--- src/rtl/conv_stream_sink.sv ---
// rtl/conv_stream_sink.sv - framed sample sink with count, checksum, timeout and overrun flags
// Optional feature macro: CONV_SINK_CHECKSUM_EN enables the running checksum.
module conv_stream_sink #(
  parameter int DATA_SIZE      = 16,
  parameter int DATA_CYCLES    = 40,
  parameter int TIMEOUT_CYCLES = 64
) (
  input  logic                 clk,
  input  logic                 reset_n,
  input  logic                 start,
  input  logic                 in_valid,
  input  logic [DATA_SIZE-1:0] in_data,
  output logic                 in_ready,
  output logic [15:0]          sample_count,
  output logic [31:0]          checksum,
  output logic                 done,
  output logic                 error_timeout,
  output logic                 error_overrun
);

  localparam logic [1:0] S_IDLE    = 2'd0;
  localparam logic [1:0] S_COLLECT = 2'd1;
  localparam logic [1:0] S_DONE    = 2'd2;
  localparam logic [1:0] S_ERROR   = 2'd3;

  localparam logic [15:0] LAST_COUNT = 16'(DATA_CYCLES);
  localparam logic [15:0] IDLE_LIMIT = 16'(TIMEOUT_CYCLES);

  logic [1:0]  state;
  logic [15:0] idle_count;
  logic        transfer;
  logic        open_frame;

  assign transfer   = in_valid & in_ready;
  assign open_frame = start & (state != S_COLLECT);

  always_ff @(posedge clk or negedge reset_n) begin
    if (!reset_n) begin
      state         <= S_IDLE;
      in_ready      <= 1'b0;
      sample_count  <= 16'd0;
      idle_count    <= 16'd0;
      done          <= 1'b0;
      error_timeout <= 1'b0;
      error_overrun <= 1'b0;
    end else if (open_frame) begin
      // start outranks a coincident in_valid in DONE, so no overrun is flagged
      state         <= S_COLLECT;
      in_ready      <= 1'b1;
      sample_count  <= 16'd0;
      idle_count    <= 16'd0;
      done          <= 1'b0;
      error_timeout <= 1'b0;
      error_overrun <= 1'b0;
    end else begin
      case (state)
        S_COLLECT: begin
          if (transfer) begin
            sample_count <= sample_count + 16'd1;
            idle_count   <= 16'd0;
            if (sample_count + 16'd1 == LAST_COUNT) begin
              state    <= S_DONE;
              in_ready <= 1'b0;
              done     <= 1'b1;
            end
          end else begin
            idle_count <= idle_count + 16'd1;
            if (idle_count + 16'd1 == IDLE_LIMIT) begin
              state         <= S_ERROR;
              in_ready      <= 1'b0;
              error_timeout <= 1'b1;
            end
          end
        end
        S_DONE: begin
          if (in_valid) error_overrun <= 1'b1;
        end
        default: ;
      endcase
    end
  end

`ifdef CONV_SINK_CHECKSUM_EN
  logic signed [31:0] sample_ext;
  assign sample_ext = 32'(signed'(in_data));

  always_ff @(posedge clk or negedge reset_n) begin
    if (!reset_n) begin
      checksum <= 32'd0;
    end else if (open_frame) begin
      checksum <= 32'd0;
    end else if (state == S_COLLECT && transfer) begin
      checksum <= checksum + sample_ext;
    end
  end
`else
  logic unused_data;
  assign unused_data = ^in_data;
  assign checksum    = 32'd0;
`endif

endmodule

--- config.mk ---
export PLATFORM = sky130hd
export DESIGN_NAME = conv_stream_sink
export DESIGN_NICKNAME = d
export VERILOG_FILES = /design/src/rtl/conv_stream_sink.sv
export SDC_FILE = /design/constraint.sdc
export NUM_CORES = 1
export LEC_CHECK = 0
export CORE_MARGIN = 4
export CORE_UTILIZATION = 44
export DETAILED_ROUTE_END_ITERATION = 8
export PLACE_DENSITY = 0.77
export SETUP_SLACK_MARGIN = 0.05
export SLEW_MARGIN = 20
export SYNTH_ARGS = -nofsm -noshare
export SYNTH_HDL_FRONTEND = slang
export SYNTH_SLANG_ARGS = --single-unit
--- constraint.sdc ---
create_clock -name clk -period 2.14 [get_ports clk]
set_input_delay 0.321 -clock clk [delete_from_list [all_inputs] [get_ports clk]]
set_output_delay 0.321 -clock clk [all_outputs]
set_load 0.01 [all_outputs]
Word level (Yosys, flattened, before mapping)

Cells that the tools add are included.
Widths: inputs -> output; s select.

Register bits: 38
Output and inout port bits: 52
Input port bits: 20
Word-level logic and storage cells: 57

Muxes and demuxes: 27
Reduce and logical (&&, ||, !) cells: 12
Equality and inequality tests: 7
$add $sub $neg: 2
Bitwise gates (word level): 2

Operators with widths:

| operator              | count |
|---|---|
| $mux 16               | 6 |
| $add 16x1->16 const B | 2 |
| $eq 16x6->1 const B   | 1 |
| $eq 16x7->1 const B   | 1 |
| $mux 1                | 16 |
| $reduce_bool 2->1     | 6 |
| $mux 2                | 5 |
| $reduce_and 3->1      | 3 |
| $ne 2x1->1 const B    | 2 |
| $reduce_and 2->1      | 2 |
| $ne 3x1->1 const B    | 1 |
| $reduce_bool 3->1     | 1 |
| $and 1x1->1           | 2 |
| $eq 2x1->1 const B    | 1 |
| $eq 2x2->1 const B    | 1 |

Logic depth before layout (Yosys ltp)

Gate-level depths: netlist of the first run.

Depth in word-level cells: 6
Gate-level depth with buffers: 8
Gate-level depth less buffers: 7

Worst setup path before layout of the first run

Ideal clock, no wire load.

Kind: register to register
Start: register idle_count[0]
End: register in_ready
Cell stages (with the launch flop): 8
Path slack: -0.222 ns
Arrival: 2.210 ns
Clock period less this slack: 2.362 ns
Cells stage by stage: dfrtp_1 ha_1 nand3_1 nor4_2 o2111a_1 o21ai_0 a2111oi_0 nor3_1

Longest elaborated chain between the ends: 4

RTL lines:

| what                        | RTL line | text |
|---|---|---|
| from (decl)                 | 30       | `logic [15:0] idle_count;` |
| from (signal assigned)      | 67       | `idle_count <= idle_count + 16'd1;` |
| $add 16x1->16               | 68       | `if (idle_count + 16'd1 == IDLE_LIMIT) begin` |
| $eq 16x7->1                 | 68       |  |
| $reduce_bool 3->1 (no line) | -        |  |
| $reduce_and 3->1 (no line)  | -        |  |
| to (signal assigned)        | 49       | `in_ready <= 1'b1;` |
| to (signal assigned)        | 63       | `in_ready <= 1'b0;` |
| to (signal assigned)        | 70       | `in_ready <= 1'b0;` |
| to (decl)                   | 13       | `output logic in_ready,` |

Every way passes these cells.
A chain may end at the register's enable or synchronous reset.

Worst setup path after layout of the first run

Start: register sample_count[3]
End: register state[1]

Longest elaborated chain between the ends: 4

RTL lines:

| what                       | RTL line | text |
|---|---|---|
| from (decl)                | 14       | `output logic [15:0] sample_count,` |
| from (signal assigned)     | 59       | `sample_count <= sample_count + 16'd1;` |
| $add 16x1->16              | 61       | `if (sample_count + 16'd1 == LAST_COUNT) begin` |
| $eq 16x6->1                | 61       |  |
| $ne 3x1->1 (no line)       | -        |  |
| $reduce_and 3->1 (no line) | -        |  |
| to (signal assigned)       | 48       | `state <= S_COLLECT;` |
| to (signal assigned)       | 62       | `state <= S_DONE;` |
| to (signal assigned)       | 69       | `state <= S_ERROR;` |
| to (decl)                  | 29       | `logic [1:0] state;` |

Every way passes these cells.

==> run summary, run 1 <==
EDFF count, synth -> 0
hpwl dp -> 4450 um
placer's final routability congestion estimate -> 0.839
Crit-path slowest cell -> or4_4
I/O Buffers -> 23
dominant cells by area after synthesis -> dfrtp_1 (36%), buf_4 (9.2%), o21ai_0 (8.2%), nand2_1 (3.6%), nor2_1 (3.4%)
Num CTS Buffers -> 5
commonest cells in the netlist -> o21ai_0 (43), dfrtp_1 (38), buf_4 (32), nand2_1 (25), nor2_1 (24)
Peak supply drop -> 0.359 mV
Worst Tran Pin Value -> 972 ps
Non-Filler Instances -> 439
Starting Density -> 46.4%
Worst Path Arrival -> 2400 ps
htree depth -> 2
average wire per standard cell -> 13.9 um
DR pass1 iterations -> 4
Logic pwr share -> 3.8%
CTS tree -> done
Max Cap Violations -> 0
Final Hold Viols -> 0
DRT Wirelength -> 6120 um
first-pass GRT wire length -> 10000 um
Yosys Warn Count -> 0
gr usage total -> 16.8%
clock slew seen by the registers of the worst setup and hold paths -> 70 ps
Syn Inst Count -> 313
Syn-to-layout area delta -> 23.5%
FF-to-FF setup slack -> -20 ps
CTS Buffer Depth -> 2
Diodes inserted -> 0
TritonCTS Sinks -> 38
Seq/Total Area, Yosys -> 36.4%
setup violators final -> 4
P_sw -> 0.000301 W
drt first-iter violations -> 129
TNS Setup -> -67.4 ps
period utilisation layout -> 101%
CTS root buf -> clkbuf_8
final worst setup slack -> -24.3 ps
CP cell instances -> nand3_4, or4_4, mux2_4, o22a_1, nor4_4, a211o_1
most frequent cell after synthesis -> o21ai_0
Routed Antenna Nets -> 0
P per Cell Area -> 385 mW/mm^2
ys flop type -> dfrtp_1
placed insts -> 430
Worst Skew -> 5.01 ps
die area -> 0.00724 sq mm
vias in the first global route -> 2195
clock power share -> 38.4%
Power Internal -> 0.000941 W
RSZ-0062 raised after global routing -> yes
Yosys top cell by area -> dfrtp_1
Setup crit start kind -> flip-flop
max incr delay on CP -> 580 ps
Critical Path Fanout Max -> 4
Slew HR -> 34.9%
post-synth top area share -> 36.4%
Mapped Area -> 0.00262 sq mm
Die Ht -> 85.1 um
Final Max Slew Viols -> 0
# hold bufs at CTS -> 0
Clock Latency Late Sink -> 300 ps
fraction of layout cells with a size suffix above 1 -> 20.7%
row count -> 27
switching part of the total power -> 24.2%
DR vias/cell -> 5.57
CP required -> 2380 ps
sequential power share -> 57.7%
Nets -> 391
minimum clock period -> 2160 ps
initial antenna violation count -> 0
Core Region -> 0.00564 sq mm
Peak Freq -> 0.462 GHz
Min-Delay Path Class -> input pin to async pin
Mean Syn Cell Area -> 8.35 sq um
Ports -> 72
failing checks -> negative setup slack
status -> complete, but fails checks
crit path capture type -> flip-flop
via count -> 2447
WHS -> 3.57 ps
Async SR Flop Fraction -> 100%
Static Leak -> 1.37 nW
pin count of the biggest net entering global routing -> 25
die width -> 85.1 um
CP Class -> flip-flop to flip-flop
Yosys reg bits -> 38
Netlist cell types -> 52
remaining routing DRC violations -> 0
GRT overflow -> 0
-- metrics by stage --
stage	cell area (sq um)	power, W	setup slack [ps]	util [%]
floorplan	2800	0.000800	-31.4	-
global placement	3090	0.000779	5.24	54.7
detailed placement	3090	0.000779	-19.5	54.7
CTS	3170	0.00125	-34.1	56.1
global route	3230	0.00129	-113	57.3
finish	3230	0.00124	-24.3	57.3
-- power by group through the flow --
stage	sequential, W	combinational (W)	clock [W]
final	0.000717	0.0000478	0.000478
after global routing	0.000717	0.0000548	0.000515
after CTS	0.000717	0.0000475	0.000490
after detailed placement	0.000732	0.0000475	0
after global placement	0.000732	0.0000473	0
after floorplan	0.000732	0.0000683	0
-- final timing paths --
kind                                 start               to  cells past startpoint
max                        sample_count[3]         state[1]                      6
min                                reset_n  sample_count[6]                      1
max reg2reg                sample_count[3]         state[1]                      6
min reg2reg                           done             done                      1
max in group asynchronous          reset_n    idle_count[2]                      2
min in group clk                      done             done                      1
-- worst max-delay path, delay by kind of cell, from the launching register on --
family / cells / cell delay (ps)
compound gates: 2 / 380
mux: 1 / 310
simple gates: 3 / 1010
flops: 1 / 400
-- sequential cells by signal, summed over array words and instances (netlist names) --
register and flops:
done 1, idle_count 16, in_ready 1, state 2
error_timeout 1, sample_count 16, error_overrun 1
-- cell usage in the layout (no fill, tap or decap), types with 2 or more instances in the layout --
| cell type | synthesis | final |
|---|---|---|
| o21ai_0 | 43 | 42 |
| buf_4 | 32 | 42 |
| dfrtp_1 | 38 | 34 |
| conb_1 | 1 | 32 |
| nand2_1 | 25 | 25 |
| nor2_1 | 24 | 23 |
| clkdlybuf4s50_1 | 0 | 22 |
| nand3_1 | 16 | 13 |
| a21oi_1 | 12 | 12 |
| nand4_1 | 9 | 9 |
| o31ai_1 | 9 | 9 |
| a31oi_1 | 8 | 8 |
| a21o_1 | 6 | 6 |
| nor3_1 | 8 | 6 |
| xnor2_1 | 5 | 5 |
| clkbuf_8 | 0 | 5 |
| and3_1 | 4 | 4 |
| dfrtp_2 | 0 | 4 |
| nand2b_1 | 3 | 3 |
| nand3_4 | 0 | 3 |
| a22o_1 | 3 | 3 |
| o41ai_1 | 3 | 3 |
| inv_1 | 3 | 3 |
| ha_1 | 4 | 3 |
| or2_2 | 2 | 2 |
| o21bai_1 | 2 | 2 |
| nor4_4 | 1 | 2 |
| or4_4 | 2 | 2 |
| a32oi_1 | 2 | 2 |
| nor4_1 | 4 | 2 |
| nor4_2 | 1 | 2 |
| and2_0 | 2 | 2 |
| o2111ai_1 | 2 | 2 |
| nor3_2 | 0 | 2 |
| and2_1 | 2 | 2 |
| nor2b_1 | 2 | 2 |
| clkinv_2 | 0 | 2 |
-- layer usage --
| layer | up-vias | share of wire [%] | GRT usage (%) |
|---|---|---|---|
| met3 | 11 | 4.0 | 2.91 |
| li1 | 1190 | - | - |
| met1 | 1197 | 42 | 21.1 |
| met4 | 0 | 1.9 | 7.63 |
| met2 | 49 | 52 | 28.1 |
| met5 | - | 0 | 0 |
-- what timing repair did --
action / CTS / global route
setup buffers: 0 / 2
gates cloned: 0 / 0
gates resized for setup: 0 / 11
endpoints found under the setup margin: 4 / 5
endpoints found under the hold margin: 0 / 0
pin swaps: 0 / 2
-- kinds of logic after synthesis --
logic type	after synthesis	share of synthesized area, %
buf+inv	52	12.3
flops	38	36.4
other cells	1	0.143
fa+ha+maj	4	1.91
simple gates	114	23.4
compound gates	96	22.8
mux	3	1.39
xor+xnor	5	1.67
-- layout make-up --
| class | instances | area (sq um) |
|---|---|---|
| Fill cell | 494 | 2410 |
| Multi-Input combinational cell | 254 | 1550 |
| Sequential cell | 38 | 956 |
| Timing Repair Buffer | 65 | 541 |
| Tap cell | 72 | 90.1 |
| Clock buffer | 5 | 68.8 |
| Inverter | 3 | 11.3 |
| Clock inverter | 2 | 10.0 |
Note: power is estimated with default switching activity, not from simulation.
==> run 2: changes to the inputs <==
- MAX_ROUTING_LAYER: not set -> met4
- SETUP_SLACK_MARGIN: 0.05 -> 0.15
- SKIP_LAST_GASP: not set -> 1
==> run 2 against run 1 <==
Against the previous run: the flow finishes with violations (negative hold slack, negative setup slack); maximum frequency is essentially flat; die area is the same; wire length is essentially flat; global-route usage grew 1.2 points; sequential share of layout area shrank 0.46 points; critical endpoint unchanged; critical path depth is the same; clock skew grew 0.68 ps; clock-buffer cell count grew 1; critical path type unchanged.
==> run summary, run 2 (synthesis results as in run 1) <==
status -> complete, but fails checks
failing checks -> negative hold slack, negative setup slack
die area -> 0.00724 sq mm
Peak supply drop -> 0.406 mV
DRT Wirelength -> 6130 um
initial antenna violation count -> 0
R2R depth -> 6
P per Cell Area -> 395 mW/mm^2
setup violators final -> 4
minimum clock period -> 2160 ps
Setup crit start kind -> flip-flop
CP required -> 2380 ps
Worst Tran Pin Value -> 595 ps
Nets -> 394
via count -> 2428
Die Ht -> 85.1 um
row count -> 27
Final Max Slew Viols -> 0
die width -> 85.1 um
average wire per standard cell -> 13.8 um
RSZ-0062 raised after global routing -> yes
most frequent cells in the layout -> buf_4 (42), o21ai_0 (41), dfrtp_1 (34), conb_1 (32), nand2_1 (25)
hpwl dp -> 4410 um
TNS Setup -> -54.0 ps
Slew HR -> 60.3%
CTS root buf -> clkbuf_8
Peak Freq -> 0.462 GHz
TritonCTS Sinks -> 38
Non-Filler Instances -> 443
Static Leak -> 1.40 nW
Top Registers -> idle_count x16, sample_count x16, state x2
Worst Path Arrival -> 2400 ps
Final Hold Viols -> 20
remaining routing DRC violations -> 0
pin count of the biggest net entering global routing -> 25
Syn-to-layout area delta -> 25.5%
worst r2r src -> sample_count[2]
commonest non-fill, non-tap cell in the layout -> buf_4
Starting Density -> 46.4%
DR vias/cell -> 5.48
Core Region -> 0.00564 sq mm
Min-Delay Path Class -> input pin to async pin
crit path capture type -> flip-flop
period utilisation layout -> 101%
r2r endpoint -> state[1]
CTS tree -> done
vias in the first global route -> 2303
htree depth -> 2
CTS Buffer Depth -> 2
Ports -> 72
Routed Antenna Nets -> 0
DR pass1 iterations -> 7
gr usage total -> 18.0%
Clock Latency Late Sink -> 300 ps
fraction of layout cells with a size suffix above 1 -> 22.1%
Critical Path Fanout Max -> 4
# hold bufs at CTS -> 0
I/O Buffers -> 23
placer's final routability congestion estimate -> 0.869
clock slew seen by the registers of the worst setup and hold paths -> 80 ps
placed insts -> 427
final worst setup slack -> -24.3 ps
GRT overflow -> 0
Num CTS Buffers -> 5
WHS -> -14.5 ps
first-pass GRT wire length -> 10400 um
drt first-iter violations -> 144
FF-to-FF setup slack -> -20 ps
CP Class -> flip-flop to flip-flop
Max Cap Violations -> 0
Worst Skew -> 5.68 ps
Diodes inserted -> 0
## run 2: layer usage
metal,global-route usage [%],routed length (um),part of all wire [%],up-vias
li1,-,-,-,1190
met1,21.4,2570,42,1168
met2,30.4,3170,52,66
met3,3.40,355,5.8,4
met4,6.47,32,0.52,0
met5,-,0,0,-
## run 2: critical path, cell delays in order (launching register included)
cell and delay, ps:
dfrtp_1 400, nand3_4 90, or4_4 580, mux2_4 310
o22a_1 240, nor4_4 330, a211o_1 150
## run 2: per-stage QoR
step                      hold slack, ps  worst slack, ps  util, %  area, sq um  total power, W
after floorplan                     25.4            -31.4        -         2800        0.000800
after detailed placement             335            -32.3     54.6         3080        0.000779
after CTS                           9.81            -27.0     57.4         3240         0.00131
after global routing                32.6             -108     58.2         3280         0.00135
after global placement               329             4.50     54.6         3080        0.000778
final                              -14.5            -24.3     58.2         3280         0.00130
## run 2: power breakdown
group	total, W	switching, W	internal (W)
logic	0.0000479	0.0000426	0.00000529
clock network	0.000533	0.000274	0.000259
registers	0.000717	0	0.000717
total	0.00130	0.000316	0.000982
## run 2: layout make-up
class	instances	area (sq um)
Fill cell	486	2360
Multi-Input combinational cell	254	1550
Sequential cell	38	956
Timing Repair Buffer	68	583
Tap cell	72	90.1
Clock buffer	6	82.6
Clock inverter	2	12.5
Inverter	3	11.3
## run 2: worst max path at each step
| stage | slack, ps | endpoint | startpoint |
|---|---|---|---|
| final | -20 | state[1] | sample_count[2] |
| after global routing | -110 | state[0] | sample_count[0] |
| after CTS | -30 | state[1] | sample_count[2] |
| after detailed placement | -30 | in_ready | idle_count[0] |
| after global placement | 4 | in_ready | idle_count[0] |
| after floorplan | -30 | in_ready | sample_count[2] |
## run 2: timing repair
item	4_1_cts	5_1_grt
buffers inserted	6	2
hold endpoints to repair	0	0
gates resized for setup	6	9
endpoints found under the setup margin	5	11
pin swaps	6	5
